--- src/rtl/car_motion.sv ---
// Car motion controller: moves the car one floor per TRAVEL_CYCLES enabled
// cycles, decides at each floor whether to stop, and pulses the button clears
// for the requests it has served.
module car_motion #(
  parameter int TRAVEL_CYCLES = 100
) (
  input  logic        clk,
  input  logic        reset,
  input  logic        enable,
  input  logic [1:0]  nextDirection,
  input  logic        doorState,
  input  logic [13:0] floorButton,
  input  logic [9:1]  internalButton,
  output logic [2:0]  currentFloor,
  output logic [1:0]  currentDirection,
  output logic        move,
  output logic        arrive,
  output logic [13:0] clearFloor,
  output logic [9:1]  clearInternal
);

  localparam int            CW         = $clog2(TRAVEL_CYCLES);
  localparam logic [CW-1:0] RELOAD     = CW'(TRAVEL_CYCLES - 1);
  localparam logic [CW-1:0] SETTLE_LEN = CW'(1);

  typedef enum logic [1:0] {
    S_IDLE,
    S_TRAVEL,
    S_SETTLE
  } state_t;

  typedef enum logic [1:0] {
    DIR_STOP = 2'b00,
    DIR_DOWN = 2'b01,
    DIR_UP   = 2'b10
  } dir_t;

  state_t        state_q, state_d;
  dir_t          dir_q, dir_d;
  logic [2:0]    floor_q, floor_d;
  logic          move_q, move_d;
  logic [CW-1:0] cnt_q, cnt_d;
  logic          arrive_q, arrive_d;
  logic [13:0]   clr_floor_q, clr_floor_d;
  logic [9:1]    clr_int_q, clr_int_d;

  // Per-floor request vectors, bit k = floor k+1
  logic [6:0] hall_up, hall_dn, car_req, req_all;
  logic       unused_ib;

  assign hall_up   = {floorButton[13], floorButton[11], floorButton[9], floorButton[7],
                      floorButton[5], floorButton[3], floorButton[1]};
  assign hall_dn   = {floorButton[12], floorButton[10], floorButton[8], floorButton[6],
                      floorButton[4], floorButton[2], floorButton[0]};
  assign car_req   = internalButton[7:1];
  assign req_all   = hall_up | hall_dn | car_req;
  assign unused_ib = ^internalButton[9:8];

  logic        going_up;
  logic [2:0]  next_floor, f_idx;
  logic        beyond, endpoint, hall_match, hall_any, no_beyond_stop, stop, clear_both;
  logic [13:0] up_bit, dn_bit;

  // Stop test and clear masks evaluated at the floor the car is about to reach
  always_comb begin
    going_up   = (dir_q == DIR_UP);
    next_floor = going_up ? floor_q + 3'd1 : floor_q - 3'd1;
    f_idx      = next_floor - 3'd1;
    beyond     = 1'b0;
    for (int unsigned k = 0; k < 7; k++) begin
      if (going_up ? (k > 32'(f_idx)) : (k < 32'(f_idx)))
        beyond = beyond | req_all[k[2:0]];
    end
    endpoint       = going_up ? (next_floor == 3'd7) : (next_floor == 3'd1);
    hall_match     = going_up ? hall_up[f_idx] : hall_dn[f_idx];
    hall_any       = hall_up[f_idx] | hall_dn[f_idx];
    no_beyond_stop = hall_any & ~beyond;
    stop           = car_req[f_idx] | hall_match | no_beyond_stop | endpoint;
    clear_both     = endpoint | no_beyond_stop;
    up_bit         = 14'd2 << {f_idx, 1'b0};
    dn_bit         = 14'd1 << {f_idx, 1'b0};
  end

  // Next-state logic; everything holds and pulses drop while enable is low
  always_comb begin
    state_d     = state_q;
    dir_d       = dir_q;
    floor_d     = floor_q;
    move_d      = move_q;
    cnt_d       = cnt_q;
    arrive_d    = 1'b0;
    clr_floor_d = '0;
    clr_int_d   = '0;
    if (enable) begin
      unique case (state_q)
        S_IDLE: begin
          if (!doorState &&
              ((nextDirection == DIR_UP && floor_q != 3'd7) ||
               (nextDirection == DIR_DOWN && floor_q != 3'd1))) begin
            dir_d   = dir_t'(nextDirection);
            move_d  = 1'b1;
            cnt_d   = RELOAD;
            state_d = S_TRAVEL;
          end
        end
        S_TRAVEL: begin
          if (cnt_q != '0) begin
            cnt_d = cnt_q - 1'b1;
          end else begin
            floor_d = next_floor;
            if (stop) begin
              move_d      = 1'b0;
              arrive_d    = 1'b1;
              clr_int_d   = 9'd1 << f_idx;
              clr_floor_d = (going_up ? up_bit : dn_bit) | (clear_both ? (up_bit | dn_bit) : '0);
              cnt_d       = SETTLE_LEN;
              state_d     = S_SETTLE;
            end else begin
              cnt_d = RELOAD;
            end
          end
        end
        S_SETTLE: begin
          // Two cycles: counter runs 1 -> 0, then back to IDLE
          if (cnt_q != '0) cnt_d = cnt_q - 1'b1;
          else             state_d = S_IDLE;
        end
        default: state_d = S_IDLE;
      endcase
    end
  end

  // State registers with synchronous active-high reset
  always_ff @(posedge clk) begin
    if (reset) begin
      state_q     <= S_IDLE;
      dir_q       <= DIR_STOP;
      floor_q     <= 3'd1;
      move_q      <= 1'b0;
      cnt_q       <= '0;
      arrive_q    <= 1'b0;
      clr_floor_q <= '0;
      clr_int_q   <= '0;
    end else begin
      state_q     <= state_d;
      dir_q       <= dir_d;
      floor_q     <= floor_d;
      move_q      <= move_d;
      cnt_q       <= cnt_d;
      arrive_q    <= arrive_d;
      clr_floor_q <= clr_floor_d;
      clr_int_q   <= clr_int_d;
    end
  end

  assign currentFloor     = floor_q;
  assign currentDirection = dir_q;
  assign move             = move_q;
  assign arrive           = arrive_q & enable;
  assign clearFloor       = clr_floor_q & {14{enable}};
  assign clearInternal    = clr_int_q & {9{enable}};

endmodule

--- config.mk ---
export PLATFORM = sky130hd
export DESIGN_NAME = car_motion
export DESIGN_NICKNAME = d
export VERILOG_FILES = /design/src/rtl/car_motion.sv
export SDC_FILE = /design/constraint.sdc
export NUM_CORES = 1
export LEC_CHECK = 0
export CAP_MARGIN = 15
export CORE_MARGIN = 3
export CORE_UTILIZATION = 54
export DETAILED_ROUTE_END_ITERATION = 10
export PLACE_DENSITY = 0.94
export SYNTH_ARGS = -nofsm -noshare
export SYNTH_HDL_FRONTEND = slang
export SYNTH_SLANG_ARGS = --single-unit
--- constraint.sdc ---
create_clock -name clk -period 9.5 [get_ports clk]
set_input_delay 1.9 -clock clk [delete_from_list [all_inputs] [get_ports clk]]
set_output_delay 1.9 -clock clk [all_outputs]
set_load 0.02 [all_outputs]
==> out/results.txt, run 1 <==
Status -> finished, final reports clean
Final wirelength -> 5830 microns
Normalized max-slew margin -> 45.9%
Global-route wire length before repair -> 9600 microns
Post-DP HPWL -> 4390 microns
Most frequent cells in the layout -> 55 x clkdlybuf4s50_1, 38 x dfxtp_1, 36 x nor2_1
Crit end category -> primary output
Worst Setup Path Type -> in -> out
Via-per-instance ratio -> 5.90
Syn avg cell area -> 8.19 sq um
TritonCTS clock tree -> built
DR DRC count -> 0
Tcrit/Tclk final -> 58.6%
Cell mode on critical path -> clkdlybuf4s50_1
Crit Path Max Fanout -> 27
Leakage -> 0.00120 uW
GRT met2 Usage -> 39.0%
GP Congestion -> 0.905
Flops & latches, synth -> 38
Via count -> 2317
Crit start category -> primary input
Hold Crit Class -> reg -> reg
Layout area overhead -> 26.9%
Buffers on Ports -> 55
Final instance area -> 0.00305 sq mm
Crit path time final -> 5.56 ns
DRT Pass-1 Iters -> 5
Drt wl/cell -> 14.8 microns
H-tree Lvls -> 2
Antenna Cells -> 0
Setup ws final -> 3.94 ns
# setup viols final -> 0
Routing usage on met3 -> 4.82%
Nets@finish -> 385
Commonest non-fill, non-tap cell in the layout -> clkdlybuf4s50_1
First-iteration detailed-routing DRC count -> 165
Clock-pin transition on the worst setup and hold timing paths -> 0.08 ns
Starting Density -> 58.1%
Slew @ Worst Pin -> 0.812 ns
Main synth FF type -> dfxtp_1
Total grt overflow -> 0
Initial antenna violation count -> 0
Placed Area -> 0.00296 sq mm
Critical path required time -> 7.60 ns
Hold WS -> 0.530 ns
Setup bufs post-CTS -> 0
Max-Cap Viols -> 0
Critical Path Slowest Stage Cell -> clkdlybuf4s50_1
Pwr dens -> 195 mW/mm^2
Sequential element share of the synthesized area -> 31.6%
Post-synth EDFFs -> 0
Crit path cell chain -> clkdlybuf4s50_1 > and2_1 > clkdlybuf4s50_1
I/O pins -> 59
Clock latency on the worst-skew pair -> 0.29 ns
Pin count of the biggest net entering global routing -> 28
Die Span X -> 72.8 microns
Max Buffers Root-to-Sink -> 2
Fmax -> 180 MHz
Top Usage Layer GRT -> met2
Post-CTS sizing -> 0
Met1 Use GR -> 28.6%
Vias in the first global route -> 2129
Die area -> 0.00530 sq mm
Post-synthesis cell type count -> 56
Post-synthesis cell area -> 0.00241 sq mm
Total negative setup slack -> 0 ns
Buf/Inv on CP -> 2
Ys async rst share -> 0%
CTS Root Cell -> clkbuf_8
Crit path DAT -> 3.66 ns
Final Skew -> 0.00603 ns
Crit path largest cell delay -> 0.92 ns
Worst vdd ir -> 93.5 uV
Endpoints failing hold -> 0
Slew Limit Fails -> 0
Clock sinks -> 38
Syn nets -> 337
TritonCTS buffer count -> 5
Die Y -> 72.8 microns
Total track usage -> 22.9%
Share of layout cells above drive strength 1 -> 6.12%
Final ANT Viol Nets -> 0
Place WS -> 3.94 ns
Synth Instances -> 294
Unrepaired setup endpoints after global routing -> false
Row Count -> 23
Yosys Warn Count -> 0
Post-CTS Hold Buffers -> 0
Critical path's top delay family -> buffers and inverters
Core ar. -> 0.00414 sq mm
[final cells by class]
cell class              count  area (sq um)
fillers                   328          1090
repair buffers             56           558
clock buffers               6          82.6
clock inverters             2          12.5
well taps                  50          62.6
multi-input cells         225          1520
flip-flops and latches     38           761
inverters                  16          60.1
[synthesized netlist by cell type (2+ instances only)]
library cell	number	area [sq um]
xnor2_1	6	52.6
a31o_2	2	17.5
or3_1	3	18.8
buf_2	3	15.0
a22o_1	3	26.3
a21oi_1	16	80.1
inv_1	16	60.1
nand3_1	7	35.0
nor2_1	36	135
nand2_1	18	67.6
o211ai_1	5	37.5
o21ai_1	2	10.0
clkbuf_1	9	33.8
o22ai_1	2	12.5
nand4_1	2	12.5
o221ai_1	3	26.3
nor2b_1	4	25.0
a32oi_1	2	17.5
o21ai_0	9	45.0
a22oi_1	3	22.5
a31oi_1	4	25.0
buf_4	2	15.0
nor3b_1	3	22.5
and2_1	28	175
and3_1	2	12.5
nor3_1	9	45.0
mux2i_1	9	90.1
a211oi_1	2	15.0
nand2b_1	5	31.3
nor4_1	2	12.5
dfxtp_1	38	761
ha_1	14	175
o2111ai_1	2	17.5
[state kept, by name, indices dropped and copies added, names as in the netlist]
signal	flops
clr_floor_q	14
clr_int_q	8
move	1
state_q	2
currentFloor	3
currentDirection	2
cnt_q	7
arrive_q	1
[worst register-to-register path, delay by kind of cell (launching register included)]
kind / cells / cell delay (ns)
DFF: 1 / 0.76
adders and majority gates: 2 / 1.15
and+or+nand+nor: 1 / 0.10
buffers and inverters: 2 / 0.38
muxes: 1 / 0.60
xor gates and xnor gates: 1 / 0.28
AOI/OAI and AO/OA: 3 / 0.89
[logic make-up (layout without fill, tap and decap cells)]
logic type | count (synthesis) | count (layout) | share of synthesized area [%]
other | 1 | 1 | 0.156
muxes | 10 | 10 | 4.68
DFF | 38 | 38 | 31.6
AOI/OAI and AO/OA | 68 | 68 | 21.3
adders and majority gates | 14 | 14 | 7.28
xor gates and xnor gates | 7 | 7 | 2.55
and+or+nand+nor | 125 | 125 | 27.1
buffers and inverters | 31 | 80 | 5.35
[worst paths after layout]
| kind | slack (ns) | cells after the start | start | endpoint |
|---|---|---|---|---|
| setup / recovery | 3.94 | 3 | enable | clearFloor[4] |
| hold / removal | 0.53 | 2 | currentDirection[0] | currentDirection[0] |
| setup reg to reg | 5.21 | 10 | currentFloor[0] | clr_floor_q[2] |
| hold reg to reg | 0.53 | 2 | currentDirection[0] | currentDirection[0] |
[metrics by stage]
stage	util, %	total power [uW]	std cells
finish	73.7	595	393
global route	73.7	633	393
CTS	73.7	589	393
detailed placement	71.4	473	385
global placement	71.4	465	385
floorplan	-	410	294
[layer usage]
metal | wire, microns | part of all wire [%]
met5 | 0 | 0
met4 | 81 | 1.4
met3 | 475 | 8.1
met2 | 2850 | 49
met1 | 2420 | 42
[power breakdown]
part | internal, uW | switching, uW | total [uW]
clock network | 58.3 | 58.6 | 117
logic | 110 | 186 | 296
registers | 170 | 12.6 | 182
Note: power is estimated with default switching activity, not from simulation.
==> run 2, diff against run 1 <==
--- a/config.mk
+++ b/config.mk
@@ -7,9 +7,9 @@
 export LEC_CHECK = 0
 export CAP_MARGIN = 15
 export CORE_MARGIN = 3
-export CORE_UTILIZATION = 54
+export CORE_UTILIZATION = 45
 export DETAILED_ROUTE_END_ITERATION = 10
-export PLACE_DENSITY = 0.94
+export PLACE_DENSITY = 0.85
 export SYNTH_ARGS = -nofsm -noshare
 export SYNTH_HDL_FRONTEND = slang
 export SYNTH_SLANG_ARGS = --single-unit
==> constraint.sdc (replaced) <==
create_clock -name clk -period 5 [get_ports clk]
set_input_delay 1 -clock clk [delete_from_list [all_inputs] [get_ports clk]]
set_output_delay 1 -clock clk [all_outputs]
set_load 0.02 [all_outputs]
==> run 2 against run 1 <==
Compared with the run above:
- non-clock buffer count did not move
- worst setup slack got worse by 3.2 ns
- combinational power grew 90%
- global-route usage is 4.0 points lower
- critical endpoint is now clr_floor_q[6]
- largest cell class unchanged
==> out/results.txt, run 2 (same netlist as run 1, synthesis figures left out) <==
Status -> finished, final reports clean
Die Span X -> 79.1 microns (+8.8%)
Top Registers -> clr_floor_q (14), clr_int_q (8), cnt_q (7)
Leakage -> 0.00123 uW (+1.8%)
Die Y -> 79.1 microns (+8.8%)
Antenna Cells -> 0 (unchanged)
Crit path cell chain -> inv_1 > ha_1 > xnor2_1 > inv_1 > ha_1 > mux4_2 > o21ai_1 > o21ai_1 > a32oi_1 > nor2_1
# setup viols final -> 0 (unchanged)
Critical path required time -> 5.17 ns (-2.43 ns)
Max Buffers Root-to-Sink -> 2 (unchanged)
Global-route wire length before repair -> 9670 microns (+0.72%)
Final wirelength -> 5740 microns (-1.5%)
# fillers -> 421 (+28%)
Total track usage -> 18.9% (-4.0 points)
Met1 Use GR -> 23.9% (-4.7 points)
Total grt overflow -> 0 (unchanged)
Drt wl/cell -> 14.0 microns (-5.6%)
Via count -> 2293 (-1.0%)
Final instance area -> 0.00312 sq mm (+2.1%)
Endpoints failing hold -> 0 (unchanged)
Post-DP HPWL -> 4350 microns (-1.1%)
TritonCTS clock tree -> built
Vias in the first global route -> 2153 (+1.1%)
Core ar. -> 0.00494 sq mm (+19%)
Post-CTS sizing -> 0 (unchanged)
Via-per-instance ratio -> 5.59 (-5.1%)
Nets@finish -> 385 (unchanged)
Final Skew -> 0.00405 ns (-0.00198 ns)
Fmax -> 236 MHz
Total negative setup slack -> 0 ns (unchanged)
Share of layout cells above drive strength 1 -> 6.12% (unchanged)
Row Count -> 25 (+8.7%)
Crit end category -> register
Commonest non-fill, non-tap cell in the layout -> clkdlybuf4s50_1
GP Congestion -> 0.897 (-0.78%)
Crit path largest cell delay -> 0.77 ns (-0.15 ns)
First-iteration detailed-routing DRC count -> 155 (-6.1%)
TritonCTS buffer count -> 5 (unchanged)
Die area -> 0.00626 sq mm (+18%)
Worst vdd ir -> 179 uV (+92%)
Buffers on Ports -> 55 (unchanged)
Largest Register -> clr_floor_q
Final ANT Viol Nets -> 0 (unchanged)
Tcrit/Tclk final -> 84.8%
Crit start category -> register
H-tree Lvls -> 2 (unchanged)
Starting Density -> 48.7% (-9.4 points)
GRT met2 Usage -> 31.9% (-7.1 points)
Pin count of the biggest net entering global routing -> 28 (unchanged)
Hold Crit Class -> reg -> reg
Top Usage Layer GRT -> met2
Slew Limit Fails -> 0 (unchanged)
Layout area overhead -> 29.5%
Post-CTS Hold Buffers -> 0 (unchanged)
Clock-pin transition on the worst setup and hold timing paths -> 0.08 ns (about the same)
Setup bufs post-CTS -> 0 (unchanged)
Max reg flops -> 14 (unchanged)
Most frequent cells in the layout -> 55 x clkdlybuf4s50_1, 38 x dfxtp_1, 36 x nor2_1
I/O pins -> 59 (unchanged)
Placed Area -> 0.00298 sq mm (+0.72%)
Normalized max-slew margin -> 45.2% (-0.64 points)
Initial antenna violation count -> 0 (unchanged)
Routing usage on met3 -> 3.74% (-1.1 points)
Crit path time final -> 4.24 ns
DR DRC count -> 0 (unchanged)
Worst Setup Path Type -> reg -> reg
Slew @ Worst Pin -> 0.822 ns (+0.00952 ns)
DRT Pass-1 Iters -> 5 (unchanged)
Critical Path Slowest Stage Cell -> ha_1
Clock sinks -> 38 (unchanged)
Max-Cap Viols -> 0 (unchanged)
Clock latency on the worst-skew pair -> 0.30 ns (about the same)
Unrepaired setup endpoints after global routing -> false
Crit Path Max Fanout -> 20 (-26%)
Pwr dens -> 391 mW/mm^2 (+100%)
CTS Root Cell -> clkbuf_8
Crit path DAT -> 4.41 ns (+0.75 ns)
run 2: changes by cell type in the layout (fill, tap and decap cells not counted), sizes merged:
cell and change:
clkbuf -1, bufinv +2, clkinvlp -1
run 2: final timing paths:
check	from	to	slack [ns]	cells past startpoint
setup / recovery	currentFloor[0]	clr_floor_q[6]	0.76	10
hold / removal	currentDirection[0]	currentDirection[0]	0.54	2
setup reg to reg	currentFloor[0]	clr_floor_q[6]	0.76	10
hold reg to reg	currentDirection[0]	currentDirection[0]	0.54	2
run 2: power breakdown:
group | leakage [uW] | internal (uW) | total (uW) | switching (uW)
sequential | 0.000307 | 323 | 346 | 23.7
combinational | 0.000850 | 208 | 561 | 352
clock | 0.0000683 | 200 | 314 | 114
run 2: area by class of cell:
type                    count  area [sq um]  share of cell area (%)
multi-input cells         225          1520                    48.7
flip-flops and latches     38           761                    24.4
repair buffers             56           558                    17.9
well taps                  67          83.8                    2.69
clock buffers               5          68.8                    2.21
clock inverters             3          68.8                    2.21
inverters                  16          60.1                    1.93
run 2: through the flow:
stage,cells,setup slack [ns],total power (uW),util [%],hold slack [ns]
CTS,410,0.810,1210,63.1,0.544
floorplan,294,1.52,778,-,0.523
global placement,402,0.925,886,60.3,0.516
global route,410,0.442,1300,63.1,0.570
detailed placement,402,0.828,898,60.3,0.531
finish,410,0.758,1220,63.1,0.542
run 2: layer usage:
metal  vias up  wire [microns]
met2       110            2680
met5         -               0
met1      1040            2590
met4         0              86
met3        12             381
li1       1131               -
run 2: worst max-delay path, delay by kind of cell, from the launching register on:
family          cells  cell delay (ns)
xor+xnor            1             0.27
compound gates      3             0.90
flops               1             0.76
mux                 1             0.60
buf+inv             2             0.36
simple gates        1             0.10
fa+ha+maj           2             1.13
